## src/rtl/alu_req_scheduler.sv

```systemverilog
// Round-robin scheduler sharing one ALU/multiplier datapath between NREQ requesters.
// One operation in flight at a time; a missing dp_done is aborted after TIMEOUT cycles.
module alu_req_scheduler #(
    parameter int NREQ    = 4,
    parameter int TIMEOUT = 255,
    parameter int CW      = 8
) (
    input  logic                 clk,
    input  logic                 reset_n,
    input  logic [NREQ-1:0]      req_valid,
    output logic [NREQ-1:0]      req_ready,
    input  logic [4*NREQ-1:0]    req_op,
    input  logic [32*NREQ-1:0]   req_a,
    input  logic [32*NREQ-1:0]   req_b,
    output logic [NREQ-1:0]      rsp_valid,
    input  logic [NREQ-1:0]      rsp_ready,
    output logic [63:0]          rsp_data,
    output logic                 rsp_err,
    output logic                 dp_start,
    output logic [3:0]           dp_op,
    output logic [31:0]          dp_a,
    output logic [31:0]          dp_b,
    input  logic                 dp_done,
    input  logic [63:0]          dp_result,
    output logic                 busy,
    output logic [2:0]           grant_id
);

    localparam int IW        = 3;
    localparam int SLOTS     = 8;
    localparam int TO_LAST_I = (TIMEOUT >= 2) ? TIMEOUT - 2 : 0;
    // Counter value seen in the final WAIT cycle; RESP then lands TIMEOUT cycles after dp_start.
    localparam logic [CW:0] TO_LAST = TO_LAST_I[CW:0];

    typedef enum logic [1:0] {IDLE, ISSUE, WAIT, RESP} state_t;

    state_t            state_reg;
    logic [IW-1:0]     last_reg;
    logic [IW-1:0]     grant_reg;
    logic [CW-1:0]     cnt_reg;
    logic              dp_start_reg;
    logic [3:0]        dp_op_reg;
    logic [31:0]       dp_a_reg;
    logic [31:0]       dp_b_reg;
    logic [NREQ-1:0]   rsp_valid_reg;
    logic [63:0]       rsp_data_reg;
    logic              rsp_err_reg;

    logic [3:0]        op_arr [SLOTS];
    logic [31:0]       a_arr  [SLOTS];
    logic [31:0]       b_arr  [SLOTS];
    logic [NREQ-1:0]   grant_oh;

    logic [IW-1:0]     ptr;
    logic [NREQ-1:0]   rot;
    logic [IW-1:0]     off;
    logic [IW:0]       sum;
    logic              win_any;
    logic [IW-1:0]     win_idx;
    logic              rsp_fire;

    // Unpack the flat request buses; padding slots keep the 3-bit grant index in range.
    generate
        for (genvar gi = 0; gi < SLOTS; gi++) begin : g_slot
            if (gi < NREQ) begin : g_used
                assign op_arr[gi] = req_op[gi*4 +: 4];
                assign a_arr[gi]  = req_a[gi*32 +: 32];
                assign b_arr[gi]  = req_b[gi*32 +: 32];
            end else begin : g_pad
                assign op_arr[gi] = '0;
                assign a_arr[gi]  = '0;
                assign b_arr[gi]  = '0;
            end
        end
        for (genvar gi = 0; gi < NREQ; gi++) begin : g_req
            assign req_ready[gi] = (state_reg == IDLE) && win_any && (win_idx == IW'(gi));
            assign grant_oh[gi]  = (grant_reg == IW'(gi));
        end
    endgenerate

    // Rotate the valid vector so bit 0 is the requester just after the last grant.
    assign ptr = (last_reg == IW'(NREQ - 1)) ? '0 : last_reg + IW'(1);
    assign rot = NREQ'({req_valid, req_valid} >> ptr);

    always_comb begin
        win_any = 1'b0;
        off     = '0;
        for (int j = NREQ - 1; j >= 0; j--) begin
            if (rot[j]) begin
                win_any = 1'b1;
                off     = IW'(j);
            end
        end
        sum = {1'b0, ptr} + {1'b0, off};
        if (sum >= (IW+1)'(NREQ)) begin
            sum = sum - (IW+1)'(NREQ);
        end
        win_idx = sum[IW-1:0];
    end

    assign rsp_fire = |(rsp_ready & rsp_valid_reg);

    always_ff @(posedge clk) begin
        if (!reset_n) begin
            state_reg     <= IDLE;
            last_reg      <= IW'(NREQ - 1);
            grant_reg     <= '0;
            cnt_reg       <= '0;
            dp_start_reg  <= 1'b0;
            dp_op_reg     <= '0;
            dp_a_reg      <= '0;
            dp_b_reg      <= '0;
            rsp_valid_reg <= '0;
            rsp_data_reg  <= '0;
            rsp_err_reg   <= 1'b0;
        end else begin
            dp_start_reg <= 1'b0;
            case (state_reg)
                IDLE: begin
                    if (win_any) begin
                        dp_op_reg    <= op_arr[win_idx];
                        dp_a_reg     <= a_arr[win_idx];
                        dp_b_reg     <= b_arr[win_idx];
                        grant_reg    <= win_idx;
                        dp_start_reg <= 1'b1;
                        state_reg    <= ISSUE;
                    end
                end
                ISSUE: begin
                    cnt_reg   <= '0;
                    state_reg <= WAIT;
                end
                WAIT: begin
                    // A done in the final cycle still beats the timeout.
                    if (dp_done) begin
                        rsp_data_reg  <= dp_result;
                        rsp_err_reg   <= 1'b0;
                        rsp_valid_reg <= grant_oh;
                        state_reg     <= RESP;
                    end else if ({1'b0, cnt_reg} >= TO_LAST) begin
                        rsp_data_reg  <= '0;
                        rsp_err_reg   <= 1'b1;
                        rsp_valid_reg <= grant_oh;
                        state_reg     <= RESP;
                    end else begin
                        cnt_reg <= cnt_reg + CW'(1);
                    end
                end
                RESP: begin
                    if (rsp_fire) begin
                        last_reg      <= grant_reg;
                        rsp_valid_reg <= '0;
                        state_reg     <= IDLE;
                    end
                end
                default: state_reg <= IDLE;
            endcase
        end
    end

    assign busy      = (state_reg != IDLE);
    assign grant_id  = grant_reg;
    assign dp_start  = dp_start_reg;
    assign dp_op     = dp_op_reg;
    assign dp_a      = dp_a_reg;
    assign dp_b      = dp_b_reg;
    assign rsp_valid = rsp_valid_reg;
    assign rsp_data  = rsp_data_reg;
    assign rsp_err   = rsp_err_reg;

endmodule

```

## config.mk

```make
export PLATFORM = sky130hd
export DESIGN_NAME = alu_req_scheduler
export DESIGN_NICKNAME = d
export VERILOG_FILES = /design/src/rtl/alu_req_scheduler.sv
export SDC_FILE = /design/constraint.sdc
export NUM_CORES = 1
export LEC_CHECK = 0
export ABC_AREA = 1
export CAP_MARGIN = 20
export CORE_AREA = 2 2 190 192
export CTS_CLUSTER_SIZE = 28
export DETAILED_ROUTE_END_ITERATION = 10
export DIE_AREA = 0 0 192 194
export HOLD_SLACK_MARGIN = 0.05
export PLACE_DENSITY = 0.55
export SLEW_MARGIN = 15
export SYNTH_ARGS = -nofsm -noshare
export SYNTH_HDL_FRONTEND = slang
export SYNTH_SLANG_ARGS = --single-unit
```

## constraint.sdc

```tcl
create_clock -name clk -period 5.55 [get_ports clk]
set_input_delay 1.11 -clock clk [delete_from_list [all_inputs] [get_ports clk]]
set_output_delay 1.11 -clock clk [all_outputs]
set_load 0.02 [all_outputs]
```

==> results.cfg <==
[timing]
slew_violations = 0
rsz0062_at_grt = no
tightest_slew_ns = 0.954
min_period_over_period_pct = 94.8
hold_viol = 0
max_freq_ghz = 0.190
slew-limit-headroom_pct = 36.4
skew_ns = 0.00821
setup_violations = 0
worst_slack_ns = 0.288
min_period_ns = 5.26
timing.setup.tns_ns = 0

[pwr]
finalPower_mw = 5.10
power.leakage_nw = 5.95
vdd_ir_drop_max_uv = 362
powerDensity_mw_per_mm2 = 356

[cells_and_area]
drive_gt1_share_pct = 3.81
nFillCells = 3775
fin_area_sq_mm = 0.0143
stdcell_count = 2224
final_nets = 2105
syn_to_final_growth_pct = 67.2
largest_reg_flops = 64

[synthesis]
syn_inst = 1322
synth_area_sq_mm = 0.00856
synth_flop_cell = dfxtp_1
synth_cell_types = 30
synth_edf_count = 0
async_flop_share_pct = 0
syn_nets = 1680
ys_warn_count = 0
ys_ff_latch = 154
avgSynthCellArea_sq_um = 6.48
synth-seq-area-share_pct = 36.0

[critical_path]
crit_arrival_ns = 4.15
critical_path_class = in -> out
r2r-end = dp_b[25]
reg2reg_depth = 20
path_cells = clkdlybuf4s50_1 > nand4_1 > or2_2 > nand3_1 > a31oi_1 > nor2_1 > ha_4 > inv_1 > fa_1 > and2_2 > inv_1 > nor3_1 > clkdlybuf4s50_1
cp_num_buf_inv = 4
crit_fanout = 4
reg2reg_slack_ns = 1.76
cpMaxStageDelayCell = clkdlybuf4s50_1
critPathCaptureType = primary output
start_kind = input port
critPathTopFamily = buffers and inverters
required_ns = 4.44
r2r-start = last_reg[0]
cpPeakStageDelay_ns = 0.64

[floorplan]
core_sq_mm = 0.0352
die_area_sq_mm = 0.0372
die-width_um = 192
die_y_um = 194
io_pins = 493
start_util_pct = 24.3
std_cell_rows = 69

[detailed_routing]
drt_iter0_drc = 424
wl_per_cell_um = 16.8
vias_per_cell = 4.53
drc = 0
vias = 10100
postRouteAntennaNets = 0
dr.pass1.iters = 4
routed_wl_mm = 37.4

[worst_hold_path]
hp-class = reg -> reg
hp-start = rsp_err
min_to = rsp_err
hold-path-cell-count = 2

[cts]
clock_latency_ns = 0.45
numCtsBuffers = 17
cts_hold_buf = 0
cts_tree = done
cts.sinks = 154
clk_transition_reported_paths_ns = 0.07
cts_setup_buffers = 0
cts_root_buf = clkbuf_16
cts_htree_levels = 4
cts_resized = 0
clockBufferDepth = 2

[placement]
dp_slack_ns = 0.318
place_hpwl_mm = 27.1
port_buffers = 492
dp_cells = 2189
gp_congestion = 0.886
place_area_sq_mm = 0.0138

[global_routing]
grt-ovfl-total = 0
grt_usage_pct = 19.4
grt_max_degree = 137
grt_pass1_vias = 9778
grt_first_pass_wirelength_mm = 55.8
antenna_found_initial = 4

[job]
cap_violations = 0

[status]
status = finished, final reports clean
kinds of logic (layout without fill, tap and decap cells):
| logic type | after synthesis | after routing | synth area share [%] |
|---|---|---|---|
| AOI/OAI and AO/OA | 156 | 156 | 9.22 |
| adders and majority gates | 11 | 11 | 1.69 |
| buffers and inverters | 135 | 573 | 6.82 |
| DFF | 154 | 154 | 36.0 |
| other | 0 | 3 | 0 |
| xor gates and xnor gates | 1 | 1 | 0.102 |
| and+or+nand+nor | 797 | 797 | 38.2 |
| muxes | 68 | 68 | 7.95 |
tightest hold or removal path: stages (launching register included):
cell and delay (ns):
dfxtp_1 0.31, inv_1 0.05, a211oi_1 0.06
layer usage:
| metal | vias to the layer above | wire (um) | track usage [%] |
|---|---|---|---|
| met5 | - | 0 | 0 |
| met4 | 0 | 886 | 6.70 |
| met3 | 43 | 2390 | 4.81 |
| met2 | 270 | 18400 | 33.9 |
| met1 | 4620 | 15700 | 23.0 |
| li1 | 5146 | - | - |
Yosys cell counts, types with 2 or more instances:
cell type,count,area share (%)
ha_1,10,1.5
dfxtp_1,154,36
a21oi_1,148,8.6
nor2_1,227,10
nor3_1,6,0.35
nand3_1,157,9.2
inv_1,32,1.4
nand2_4,3,0.39
clkbuf_1,57,2.5
o211ai_1,2,0.18
buf_1,14,0.61
buf_4,2,0.18
nor2_2,4,0.29
buf_2,18,1.1
nand2_2,2,0.15
o21ai_0,4,0.23
buf_6,6,0.79
nand3b_1,2,0.18
nand2_1,385,17
mux2i_1,68,7.9
nand4_1,8,0.58
inv_2,5,0.22
where the power goes:
part / switching (mW) / internal [mW]
registers: 0.156 / 1.38
logic: 1.38 / 1.06
clock network: 0.543 / 0.591
layout make-up:
cell class / instances / area [sq um] / area share [%]
timing repair buffer: 503 / 5030 / 35.1
clock inverter: 14 / 129 / 0.900
sequential: 154 / 3080 / 21.5
tap: 461 / 577 / 4.03
multi-input combinational: 1033 / 4920 / 34.4
clock buffer: 18 / 429 / 3.00
inverter: 38 / 145 / 1.01
antenna: 3 / 7.51 / 0.0524
how the worst max path moves through the flow:
stage | startpoint | endpoint | slack [ns] | cells after the start
floorplan | req_valid[3] | req_ready[1] | 0.89 | 14
detailed placement | req_valid[3] | req_ready[1] | 0.32 | 13
global route | req_valid[3] | req_ready[1] | 0.12 | 13
CTS | req_valid[3] | req_ready[1] | 0.30 | 13
finish | req_valid[3] | req_ready[1] | 0.29 | 13
global placement | req_valid[3] | req_ready[1] | 0.34 | 13
placed cells by master, fill, tap and decap left out, types with 5 or more instances in the layout:
cell	count
buf_4	10
ha_1	8
nor3_1	6
nand3_1	157
clkbuf_16	17
dfxtp_1	154
clkdlybuf4s50_1	491
a21oi_1	148
inv_2	6
nand2_1	382
inv_1	31
mux2i_1	68
nor2_1	227
nand4_1	8
nand2_2	5
metrics by stage:
stage | hold slack, ns | utilization (%)
global placement | 0.452 | 39.0
CTS | 0.468 | 40.6
finish | 0.469 | 40.7
floorplan | 0.450 | -
detailed placement | 0.455 | 39.0
global route | 0.494 | 40.7
Power figures use the tool's default switching activity.
